`config.mk`:
```
export PLATFORM = sky130hd
export DESIGN_NAME = tmp_result_rx
export DESIGN_NICKNAME = d
export VERILOG_FILES = /design/src/rtl/tmp_rx_pkg.sv /design/src/rtl/tmp_updn_cnt.sv /design/src/rtl/tmp_result_rx.sv
export SDC_FILE = /design/constraint.sdc
export NUM_CORES = 1
export LEC_CHECK = 0
export CAP_MARGIN = 20
export CORE_UTILIZATION = 54
export CTS_CLUSTER_SIZE = 25
export DETAILED_ROUTE_END_ITERATION = 10
export PLACE_DENSITY_LB_ADDON = 0.08
export RECOVER_POWER = 25
export SKIP_LAST_GASP = 1
export SYNTH_ARGS = -nofsm -noshare
export SYNTH_HDL_FRONTEND = slang
export SYNTH_SLANG_ARGS = --single-unit
```
`constraint.sdc`:
```
create_clock -name clk -period 3.74 [get_ports clk]
set_input_delay 0.935 -clock clk [delete_from_list [all_inputs] [get_ports clk]]
set_output_delay 0.935 -clock clk [all_outputs]
set_load 0.02 [all_outputs]
```
`src/rtl/tmp_rx_pkg.sv`:
```
// tmp_rx_pkg: shared state encoding, default sizes and accumulator width for the result receiver.
package tmp_rx_pkg;
  typedef enum logic [1:0] {ARMED, INTEGRATE, ACCUM, PRESENT} state_t;
  localparam int CNT_W_DEF = 10;
  localparam int AVG_LOG2_DEF = 2;
  function automatic int acc_w(input int cnt_w, input int avg_log2);
    return cnt_w + 1 + avg_log2;
  endfunction
endpackage

```
`src/rtl/tmp_updn_cnt.sv`:
```
// tmp_updn_cnt: saturating up/down counter pair; o_sat flags a count lost to saturation.
module tmp_updn_cnt #(
  parameter int CNT_W = 10
) (
  input  logic             clk,
  input  logic             rst,
  input  logic             i_clr,
  input  logic             i_en,
  input  logic             i_dir,
  output logic [CNT_W-1:0] o_up,
  output logic [CNT_W-1:0] o_dn,
  output logic             o_sat
);
  logic w_up_full, w_dn_full;
  assign w_up_full = &o_up;
  assign w_dn_full = &o_dn;
  assign o_sat = i_en & ~i_clr & (i_dir ? w_up_full : w_dn_full);
  always_ff @(posedge clk or posedge rst) begin
    if (rst) begin
      o_up <= '0;
      o_dn <= '0;
    end else if (i_clr) begin
      o_up <= '0;
      o_dn <= '0;
    end else if (i_en) begin
      if (i_dir && !w_up_full) o_up <= o_up + 1'b1;
      if (!i_dir && !w_dn_full) o_dn <= o_dn + 1'b1;
    end
  end
endmodule

```
`src/rtl/tmp_result_rx.sv`:
```
// tmp_result_rx: counts comparator decisions per frame, averages 2^AVG_LOG2 frames, presents a signed code.
module tmp_result_rx
  import tmp_rx_pkg::*;
#(
  parameter int CNT_W    = CNT_W_DEF,
  parameter int AVG_LOG2 = AVG_LOG2_DEF
) (
  input  logic           clk,
  input  logic           reset,
  input  logic           cmp,
  input  logic           PI2,
  input  logic           PA,
  input  logic           PB,
  input  logic           PC,
  input  logic           PD,
  input  logic           preChrg,
  input  logic           data_ready,
  output logic [CNT_W:0] data,
  output logic           data_valid,
  output logic           overflow,
  output logic           busy
);
  localparam int ACC_W = acc_w(CNT_W, AVG_LOG2);
  localparam logic [AVG_LOG2-1:0] LAST = '1;
  state_t r_state, w_next;
  logic r_ph, r_pc, r_sat, r_busy, r_valid, r_ovf;
  logic [CNT_W:0] r_data;
  logic [AVG_LOG2-1:0] r_frame;
  logic signed [ACC_W-1:0] r_acc, w_acc_next, w_shift;
  logic signed [CNT_W:0] w_diff;
  logic [CNT_W-1:0] w_up, w_dn;
  logic w_ph, w_fe, w_pc_fall, w_pc_rise, w_clr, w_en, w_abort, w_take, w_sat, w_last;
  assign w_ph = PA & PB & PC & PD;
  assign w_fe = w_ph & ~r_ph;
  assign w_pc_fall = ~preChrg & r_pc;
  assign w_pc_rise = preChrg & ~r_pc;
  assign w_last = (r_state == ACCUM) && (r_frame == LAST);
  assign w_diff = $signed({1'b0, w_up}) - $signed({1'b0, w_dn});
  assign w_acc_next = r_acc + {{AVG_LOG2{w_diff[CNT_W]}}, w_diff};
  assign w_shift = w_acc_next >>> AVG_LOG2;
  assign data = r_data;
  assign data_valid = r_valid;
  assign overflow = r_ovf;
  assign busy = r_busy;
  tmp_updn_cnt #(.CNT_W(CNT_W)) u_cnt (
    .clk(clk), .rst(reset), .i_clr(w_clr), .i_en(w_en), .i_dir(cmp),
    .o_up(w_up), .o_dn(w_dn), .o_sat(w_sat)
  );
  always_comb begin
    w_next  = r_state;
    w_clr   = 1'b0;
    w_en    = 1'b0;
    w_abort = 1'b0;
    w_take  = 1'b0;
    case (r_state)
      ARMED: if (w_pc_fall) begin
        w_next = INTEGRATE;
        w_clr  = 1'b1;
      end
      INTEGRATE: begin
        w_en = PI2;
        // restart beats frame end: the whole average is thrown away
        if (w_pc_rise) begin
          w_next  = ARMED;
          w_clr   = 1'b1;
          w_abort = 1'b1;
        end else if (w_fe) w_next = ACCUM;
      end
      ACCUM: w_next = (r_frame == LAST) ? PRESENT : ARMED;
      PRESENT: if (data_ready) begin
        w_next = ARMED;
        w_take = 1'b1;
      end
      default: w_next = ARMED;
    endcase
  end
  always_ff @(posedge clk or posedge reset) begin
    if (reset) begin
      r_state <= ARMED;
      r_ph    <= 1'b0;
      r_pc    <= 1'b0;
      r_sat   <= 1'b0;
      r_busy  <= 1'b0;
      r_valid <= 1'b0;
      r_ovf   <= 1'b0;
      r_data  <= '0;
      r_frame <= '0;
      r_acc   <= '0;
    end else begin
      r_state <= w_next;
      r_ph    <= w_ph;
      r_pc    <= preChrg;
      r_busy  <= (w_next == INTEGRATE) || (w_next == ACCUM);
      r_valid <= w_next == PRESENT;
      r_sat   <= (w_abort || w_take) ? 1'b0 : (r_sat | w_sat);
      if (w_abort || w_take) r_acc <= '0;
      else if (r_state == ACCUM) r_acc <= w_acc_next;
      if (w_abort || w_last) r_frame <= '0;
      else if (r_state == ACCUM) r_frame <= r_frame + 1'b1;
      if (w_last) begin
        r_data <= w_shift[CNT_W:0];
        r_ovf  <= r_sat;
      end else if (r_state == PRESENT && w_fe) r_ovf <= 1'b1;
    end
  end
endmodule

```
==> metrics.txt, run 1 <==
# TYPE chip_impl_metric gauge
chip_impl_metric{name="fraction_of_layout_cells_with_a_size_suffix_above_1",unit="%"} 12.3
chip_impl_info{name="timing.rr.end",value="r_acc[11]"} 1
chip_impl_metric{name="finalCoreUtilization",unit="%"} 64.5
chip_impl_metric{name="vias",unit=""} 2867
chip_impl_metric{name="place_area",unit="µm²"} 3920
chip_impl_metric{name="final_net_count",unit=""} 452
chip_impl_metric{name="drt_wl_total",unit="µm"} 7440
chip_impl_metric{name="cp.arrival",unit="ns"} 3.78
chip_impl_metric{name="place.detailed.hpwl",unit="µm"} 5490
chip_impl_info{name="worstReg2RegStart",value="u_cnt.o_up[0]"} 1
chip_impl_metric{name="num_antenna_cells",unit=""} 0
chip_impl_metric{name="gpl_congestion",unit=""} 0.814
chip_impl_metric{name="post_synthesis_share_of_cell_area_spent_on_and_or_nand_and_nor_gates",unit="%"} 20.0
chip_impl_metric{name="share_of_the_synthesized_area_in_the_top_cell_type",unit="%"} 37.9
chip_impl_metric{name="layout.filler_cells",unit=""} 560
chip_impl_metric{name="layout_worst_path_cycle_share",unit="%"} 95.4
chip_impl_metric{name="boundary_pin_count",unit=""} 24
chip_impl_metric{name="portBuffers",unit=""} 23
chip_impl_info{name="worst_setup_path_startpoint",value="u_cnt.o_up[0]"} 1
chip_impl_metric{name="synth_unique_cells",unit=""} 64
chip_impl_metric{name="synth.yosys.seq_area_share",unit="%"} 37.9
chip_impl_metric{name="wl_per_cell",unit="µm"} 15.1
chip_impl_metric{name="synthesis.nets",unit=""} 419
chip_impl_info{name="clockRootBuffer",value="sky130_fd_sc_hd__clkbuf_8"} 1
chip_impl_metric{name="vdd_drop_max",unit="V"} 0.000290
chip_impl_metric{name="postSynthRegisterBits",unit=""} 54
chip_impl_metric{name="cts_inserted_buffers",unit=""} 5
chip_impl_info{name="hold_path_startpoint",value="data[7]"} 1
chip_impl_metric{name="clock_skew",unit="ns"} 0.00813
chip_impl_metric{name="regToRegSetupSlack",unit="ns"} 0.17
chip_impl_info{name="cp-end-kind",value="register"} 1
chip_impl_metric{name="final_period_minus_worst_setup_slack",unit="ns"} 3.57
chip_impl_info{name="synth_top_family_by_area",value="simple AND/OR/NAND/NOR gates"} 1
chip_impl_metric{name="max_cap_violations",unit=""} 0
chip_impl_metric{name="layout.area.seq",unit="µm²"} 1350
chip_impl_metric{name="worst_ep_required_time",unit="ns"} 3.95
chip_impl_metric{name="clock-sinks",unit=""} 54
chip_impl_metric{name="die_h",unit="µm"} 83.3
chip_impl_metric{name="finalHoldViolations",unit=""} 0
chip_impl_info{name="capturing_instance_or_port_of_the_critical_path",value="r_acc[11]"} 1
chip_impl_metric{name="setup_viol_count_final",unit=""} 0
chip_impl_metric{name="die_x",unit="µm"} 83.3
chip_impl_info{name="post_synth_top_area_cell",value="sky130_fd_sc_hd__dfrtp_1"} 1
chip_impl_metric{name="clkSlewWorstSetupHoldPaths",unit="ns"} 0.10
chip_impl_info{name="grt-busiest-layer",value="met2"} 1
chip_impl_metric{name="worst_slew_margin_rel",unit="%"} 23.6
chip_impl_metric{name="worstSkewPairLatency",unit="ns"} 0.31
chip_impl_metric{name="drt_pass1_iterations",unit=""} 5
chip_impl_metric{name="cts.path.max_buffers",unit=""} 2
chip_impl_metric{name="starting_density",unit="%"} 56.2
chip_impl_metric{name="leakage_power_of_the_design",unit="nW"} 1.85
chip_impl_metric{name="total_die_area",unit="µm²"} 6940
chip_impl_metric{name="antenna_violations_before_repair",unit=""} 0
chip_impl_metric{name="multi_input_area",unit="µm²"} 2110
chip_impl_metric{name="gr_met3_demand_resource",unit="%"} 4.08
chip_impl_metric{name="placeableCoreArea",unit="µm²"} 6350
chip_impl_metric{name="adder_and_majority_cell_fraction_of_the_synthesized_area",unit="%"} 10.6
chip_impl_metric{name="rr_worst_depth",unit=""} 17
chip_impl_metric{name="synth_compound_area_share",unit="%"} 17.8
chip_impl_info{name="start_kind",value="register"} 1
chip_impl_metric{name="grt_pass1_vias",unit=""} 2883
chip_impl_metric{name="vias_per_cell",unit=""} 5.84
chip_impl_info{name="commonest_register_cell_after_synthesis",value="sky130_fd_sc_hd__dfrtp_1"} 1
chip_impl_info{name="rsz_0062_raised_after_global_routing",value="true"} 1
chip_impl_metric{name="power-per-cell-area",unit="nW/µm²"} 523
chip_impl_metric{name="drc_errors",unit=""} 0
chip_impl_metric{name="ant_nets",unit=""} 0
chip_impl_metric{name="post_synth_xor_area_fraction",unit="%"} 6.62
chip_impl_info{name="cpMaxStageDelayCell",value="sky130_fd_sc_hd__dfrtp_1"} 1
chip_impl_metric{name="synth_enable_flop_cells",unit=""} 0
chip_impl_metric{name="worst-path-max-fanout",unit=""} 4
chip_impl_metric{name="cts_hold_buf",unit=""} 0
chip_impl_metric{name="synth_area",unit="µm²"} 3570
chip_impl_metric{name="layout-area-overhead-vs-synth",unit="%"} 14.8
chip_impl_info{name="crit_chain",value="inv_1, ha_1, inv_1, fa_2, a211oi_2, nor2_2, o31a_1, o21a_1, nor2_2, xnor2_1, ha_2, a21oi_1, o21ai_1, or3_1, a31o_2, a21o_2, a32o_1"} 1
chip_impl_metric{name="postLayoutCellArea",unit="µm²"} 4100
chip_impl_metric{name="syn_inst",unit=""} 380
chip_impl_info{name="min_path_type",value="register to register"} 1
chip_impl_metric{name="placementRows",unit=""} 29
chip_impl_metric{name="global_route.usage.met2",unit="%"} 37.6
chip_impl_metric{name="achievable-frequency",unit="MHz"} 280
chip_impl_metric{name="timing.final.max_slew_violations",unit=""} 0
chip_impl_metric{name="synthMuxAreaShare",unit="%"} 3.40
chip_impl_metric{name="groute.usage.overall",unit="%"} 22.6
chip_impl_metric{name="use_met1",unit="%"} 29.5
chip_impl_info{name="clock_tree_from_tritoncts",value="yes"} 1
chip_impl_metric{name="synth_async_sr_flop_share",unit="%"} 100
chip_impl_metric{name="clock_tree.htree_level_count",unit=""} 2
chip_impl_metric{name="grt_pass1_wl",unit="µm"} 12800
chip_impl_metric{name="maximum_number_of_pins_on_one_net_before_global_route_repair",unit=""} 30
chip_impl_metric{name="yosys_warnings",unit=""} 0
chip_impl_metric{name="drt_first_iter_violations",unit=""} 153
chip_impl_metric{name="max_slew.worst_pin.slew",unit="ns"} 1.14
chip_impl_info{name="timing_worst_setup_path_type",value="register to register"} 1
chip_impl_metric{name="globalRoute.totalOverflow",unit=""} 0
chip_impl_info{name="status",value="completed"} 1
chip_impl_metric{name="syn_area_per_cell",unit="µm²"} 9.39
chip_impl_info{name="synthTopCellsByArea",value="sky130_fd_sc_hd__dfrtp_1, sky130_fd_sc_hd__ha_1, sky130_fd_sc_hd__xnor2_1, sky130_fd_sc_hd__nor2_1, sky130_fd_sc_hd__nand2_1"} 1
chip_impl_metric{name="max_stage_delay",unit="ns"} 0.40
-- metrics by stage --
| stage | instances | TNS, ns | hold slack [ns] | total power, mW | worst slack (ns) |
|---|---|---|---|---|---|
| floorplan | 380 | 0 | 0.456 | 1.48 | 0.0659 |
| global placement | 478 | 0 | 0.463 | 1.64 | 0.116 |
| detailed placement | 478 | 0 | 0.469 | 1.67 | 0.0540 |
| CTS | 486 | 0 | 0.492 | 2.08 | 0.00871 |
| global route | 491 | -0.107 | 0.517 | 2.30 | -0.0428 |
| finish | 491 | 0 | 0.485 | 2.14 | 0.173 |
-- worst max-delay path, delay by kind of cell (launching register included) --
family	cells	cell delay, ns
XOR/XNOR	1	0.13
AO/OA/AOI/OAI	8	1.58
AND/OR/NAND/NOR	3	0.47
flip-flops	1	0.40
buffers and inverters	2	0.12
adder cells (fa/ha/maj)	3	0.78
-- final cells by class --
cell class,instances,area share (%)
multi-input cells,294,51.6
well taps,77,2.35
clock buffers,6,1.77
flip-flops and latches,54,33.0
clock inverters,2,0.916
inverters,21,1.92
repair buffers,37,8.49
-- report_power, final --
group          total [mW]  internal, mW  switching [mW]
combinational        1.05         0.483           0.572
clock               0.399         0.200           0.199
sequential          0.691         0.638          0.0533
-- kinds of logic (layout without fill, tap and decap cells) --
| group | count (synthesis) | count (layout) |
|---|---|---|
| flops | 54 | 54 |
| xor+xnor | 27 | 27 |
| simple gates | 137 | 137 |
| fa+ha+maj | 29 | 29 |
| mux | 11 | 11 |
| buf+inv | 32 | 66 |
| compound gates | 90 | 90 |
-- layout by cell type (no fill, tap or decap), types with 6 or more instances in the layout --
cell and n:
sky130_fd_sc_hd__nor3_1 8, sky130_fd_sc_hd__nor2_1 38, sky130_fd_sc_hd__nand3_1 10, sky130_fd_sc_hd__buf_4 13, sky130_fd_sc_hd__clkdlybuf4s50_1 20, sky130_fd_sc_hd__inv_1 21
sky130_fd_sc_hd__o21ai_0 20, sky130_fd_sc_hd__a21oi_1 20, sky130_fd_sc_hd__a22o_1 6, sky130_fd_sc_hd__xnor2_1 19, sky130_fd_sc_hd__ha_1 25, sky130_fd_sc_hd__dfrtp_1 54
sky130_fd_sc_hd__nand2_1 32, sky130_fd_sc_hd__or3_1 7, sky130_fd_sc_hd__xor2_1 8
-- worst min-delay path by stage --
stage	cells after the start	slack [ns]	to
3_5_place_dp	2	0.47	data[7]
3_3_place_gp	2	0.46	data[8]
6_report	2	0.49	data[7]
5_1_grt	2	0.52	data[6]
2_1_floorplan	2	0.46	r_acc[10]
4_1_cts	2	0.49	data[7]
-- sequential cells by signal, indices dropped and copies added, names as in the netlist, 2 cells and up --
register	cells
u_cnt.o_dn	10
u_cnt.o_up	10
data	11
r_state	2
r_acc	13
r_frame	2
-- synth_stat cells (all sizes together) (6+ instances only) --
cell	count
inv	21
nor3	8
nor2b	6
nand3	10
mux2	6
xor2	8
clkbuf	9
ha	27
o21ai	26
nor2	40
nand4	6
a21o	6
xnor2	19
or3	7
nand2	32
a21oi	23
a22o	6
dfrtp	54
-- what timing repair did --
item | 4_1_cts | 5_1_grt
gates resized for setup | 0 | 9
hold endpoints to repair | 0 | 0
setup buffers | 0 | 5
endpoints found under the setup margin | 0 | 4
-- routing by layer --
metal  routed length, µm  up-vias
met5                   0        -
met4                 159        0
met3                 296       18
met2                3540       54
met1                3440     1370
li1                    -     1425
(Power assumes the default switching activity.)
==> inputs of run 2 (changes only) <==
- ABC_CLOCK_PERIOD_IN_PS: not set -> 3740
==> results of run 2 <==
No change in the layout: final DEF, timing and power equal those of run 1.
==> inputs of run 3 (changes only) <==
- SKIP_LAST_GASP: 1 -> not set
==> metrics.txt, run 3 (synthesis results as in run 1) <==
# TYPE chip_impl_metric gauge
chip_impl_metric{name="place_area",unit="µm²"} 3920
chip_impl_metric{name="max_slew.worst_pin.slew",unit="ns"} 1.14
chip_impl_metric{name="clock-sinks",unit=""} 54
chip_impl_info{name="timing_worst_setup_path_type",value="register to register"} 1
chip_impl_info{name="rsz_0062_raised_after_global_routing",value="true"} 1
chip_impl_metric{name="num_antenna_cells",unit=""} 0
chip_impl_metric{name="layout.filler_cells",unit=""} 560
chip_impl_metric{name="multi_input_area",unit="µm²"} 2110
chip_impl_metric{name="clock_skew",unit="ns"} 0.00727
chip_impl_metric{name="drt_pass1_iterations",unit=""} 5
chip_impl_metric{name="worst-path-max-fanout",unit=""} 4
chip_impl_info{name="status",value="completed"} 1
chip_impl_metric{name="cts.path.max_buffers",unit=""} 2
chip_impl_info{name="clockRootBuffer",value="sky130_fd_sc_hd__clkbuf_8"} 1
chip_impl_metric{name="cp.arrival",unit="ns"} 3.78
chip_impl_metric{name="finalHoldWorstSlack",unit="ns"} 0.485
chip_impl_metric{name="max_stage_delay",unit="ns"} 0.40
chip_impl_metric{name="final_net_count",unit=""} 452
chip_impl_info{name="clock_tree_from_tritoncts",value="yes"} 1
chip_impl_info{name="crit_chain",value="inv_1, ha_1, inv_1, fa_2, a211oi_2, nor2_2, o31a_1, o21a_1, nor2_2, xnor2_1, ha_2, a21oi_1, o21ai_1, or3_1, a31o_2, a21o_2, a32o_1"} 1
chip_impl_metric{name="place.detailed.hpwl",unit="µm"} 5490
chip_impl_metric{name="finalCoreUtilization",unit="%"} 64.5
chip_impl_metric{name="layout-area-overhead-vs-synth",unit="%"} 14.8
chip_impl_metric{name="place_inst",unit=""} 478
chip_impl_metric{name="final_tns_setup",unit="ns"} 0
chip_impl_metric{name="postLayoutCellArea",unit="µm²"} 4100
chip_impl_metric{name="power-per-cell-area",unit="nW/µm²"} 523
chip_impl_info{name="layout_commonest_cell",value="sky130_fd_sc_hd__dfrtp_1"} 1
chip_impl_metric{name="clock_tree.htree_level_count",unit=""} 2
chip_impl_metric{name="starting_density",unit="%"} 56.2
chip_impl_info{name="largest-register",value="r_acc"} 1
chip_impl_metric{name="placementRows",unit=""} 29
chip_impl_metric{name="maximum_number_of_pins_on_one_net_before_global_route_repair",unit=""} 30
chip_impl_metric{name="cts_hold_buf",unit=""} 0
chip_impl_metric{name="grt_pass1_wl",unit="µm"} 12800
chip_impl_metric{name="wl_per_cell",unit="µm"} 15.2
chip_impl_metric{name="setup_viol_count_final",unit=""} 0
chip_impl_metric{name="largest_register_ffs",unit=""} 13
chip_impl_info{name="min_path_type",value="register to register"} 1
chip_impl_metric{name="vdd_drop_max",unit="V"} 0.000290
chip_impl_metric{name="clkSlewWorstSetupHoldPaths",unit="ns"} 0.10
chip_impl_metric{name="achievable-frequency",unit="MHz"} 280
chip_impl_metric{name="grt_pass1_vias",unit=""} 2883
chip_impl_metric{name="vias",unit=""} 2860
chip_impl_metric{name="gpl_congestion",unit=""} 0.814
chip_impl_metric{name="portBuffers",unit=""} 23
chip_impl_metric{name="vias_per_cell",unit=""} 5.82
chip_impl_metric{name="leakage_power_of_the_design",unit="nW"} 1.85
chip_impl_metric{name="layout_worst_path_cycle_share",unit="%"} 95.4
chip_impl_metric{name="drc_errors",unit=""} 0
chip_impl_metric{name="finalHoldViolations",unit=""} 0
chip_impl_info{name="start_kind",value="register"} 1
chip_impl_metric{name="fraction_of_layout_cells_with_a_size_suffix_above_1",unit="%"} 12.3
chip_impl_metric{name="placeableCoreArea",unit="µm²"} 6350
chip_impl_metric{name="boundary_pin_count",unit=""} 24
chip_impl_info{name="mostFrequentLayoutCells",value="sky130_fd_sc_hd__dfrtp_1, sky130_fd_sc_hd__nor2_1, sky130_fd_sc_hd__nand2_1"} 1
chip_impl_metric{name="die_h",unit="µm"} 83.3
chip_impl_metric{name="ant_nets",unit=""} 0
chip_impl_metric{name="final_cell_count_without_fillers",unit=""} 491
chip_impl_metric{name="worstSkewPairLatency",unit="ns"} 0.31
chip_impl_metric{name="antenna_violations_before_repair",unit=""} 0
chip_impl_metric{name="worst_ep_required_time",unit="ns"} 3.95
chip_impl_metric{name="groute.usage.overall",unit="%"} 22.6
chip_impl_metric{name="timing.final.max_slew_violations",unit=""} 0
chip_impl_metric{name="drt_wl_total",unit="µm"} 7450
chip_impl_metric{name="max_cap_violations",unit=""} 0
chip_impl_metric{name="worst_slew_margin_rel",unit="%"} 23.6
chip_impl_metric{name="final_period_minus_worst_setup_slack",unit="ns"} 3.57
chip_impl_metric{name="layout.area.seq",unit="µm²"} 1350
chip_impl_metric{name="drt_first_iter_violations",unit=""} 181
chip_impl_metric{name="cts_inserted_buffers",unit=""} 5
chip_impl_metric{name="globalRoute.totalOverflow",unit=""} 0
chip_impl_info{name="cp-end-kind",value="register"} 1
chip_impl_metric{name="total_die_area",unit="µm²"} 6940
chip_impl_metric{name="die_x",unit="µm"} 83.3
chip_impl_info{name="cpMaxStageDelayCell",value="sky130_fd_sc_hd__dfrtp_1"} 1
## run 3: cell counts in the layout (fill, tap and decap cells not counted)
Identical to the previous run, type by type.
## run 3: final cells by class
type,count,share of cell area [%]
multi-input cells,294,51.6
flip-flops and latches,54,33.0
repair buffers,37,8.49
well taps,77,2.35
inverters,21,1.92
clock buffers,6,1.77
clock inverters,2,0.916
## run 3: stage by stage
step	power, mW	setup WS (ns)
6_report	2.15	0.172
5_1_grt	2.30	-0.0302
4_1_cts	2.08	0.00871
2_1_floorplan	1.48	0.0659
3_5_place_dp	1.67	0.0540
3_3_place_gp	1.64	0.116
## run 3: critical path: cells and delay by family (launching register included)
kind / cells / cell delay, ns
flip-flops: 1 / 0.40
adder cells (fa/ha/maj): 3 / 0.78
buffers and inverters: 2 / 0.12
AND/OR/NAND/NOR: 3 / 0.47
XOR/XNOR: 1 / 0.13
AO/OA/AOI/OAI: 8 / 1.58
## run 3: worst paths after layout
path                               startpoint             to  slack (ns)  cells after the start
worst max-delay path            u_cnt.o_up[0]      r_acc[11]        0.17                     17
max in group asynchronous               reset        data[8]        1.66                      3
worst max register to register  u_cnt.o_up[0]      r_acc[11]        0.17                     17
min in group asynchronous               reset  u_cnt.o_dn[5]        1.36                      2
worst min-delay path                  data[7]        data[7]        0.49                      2
worst min register to register        data[7]        data[7]        0.49                      2
## run 3: where the power goes
part	leakage, nW	switching [mW]	internal (mW)	total, mW
sequential	0.743	0.0532	0.638	0.691
combinational	1.05	0.572	0.483	1.05
clock	0.0514	0.199	0.200	0.399
total	1.85	0.824	1.32	2.15
## run 3: timing repair
item | in CTS | in global routing
setup endpoints to repair | 0 | 4
resized for setup | 0 | 9
buffers inserted | 0 | 5
## run 3: layer usage
layer	track usage, %	share of wire [%]
met5	0	0
met4	8.46	2.1
met3	4.08	3.8
met2	37.6	48
met1	29.5	46
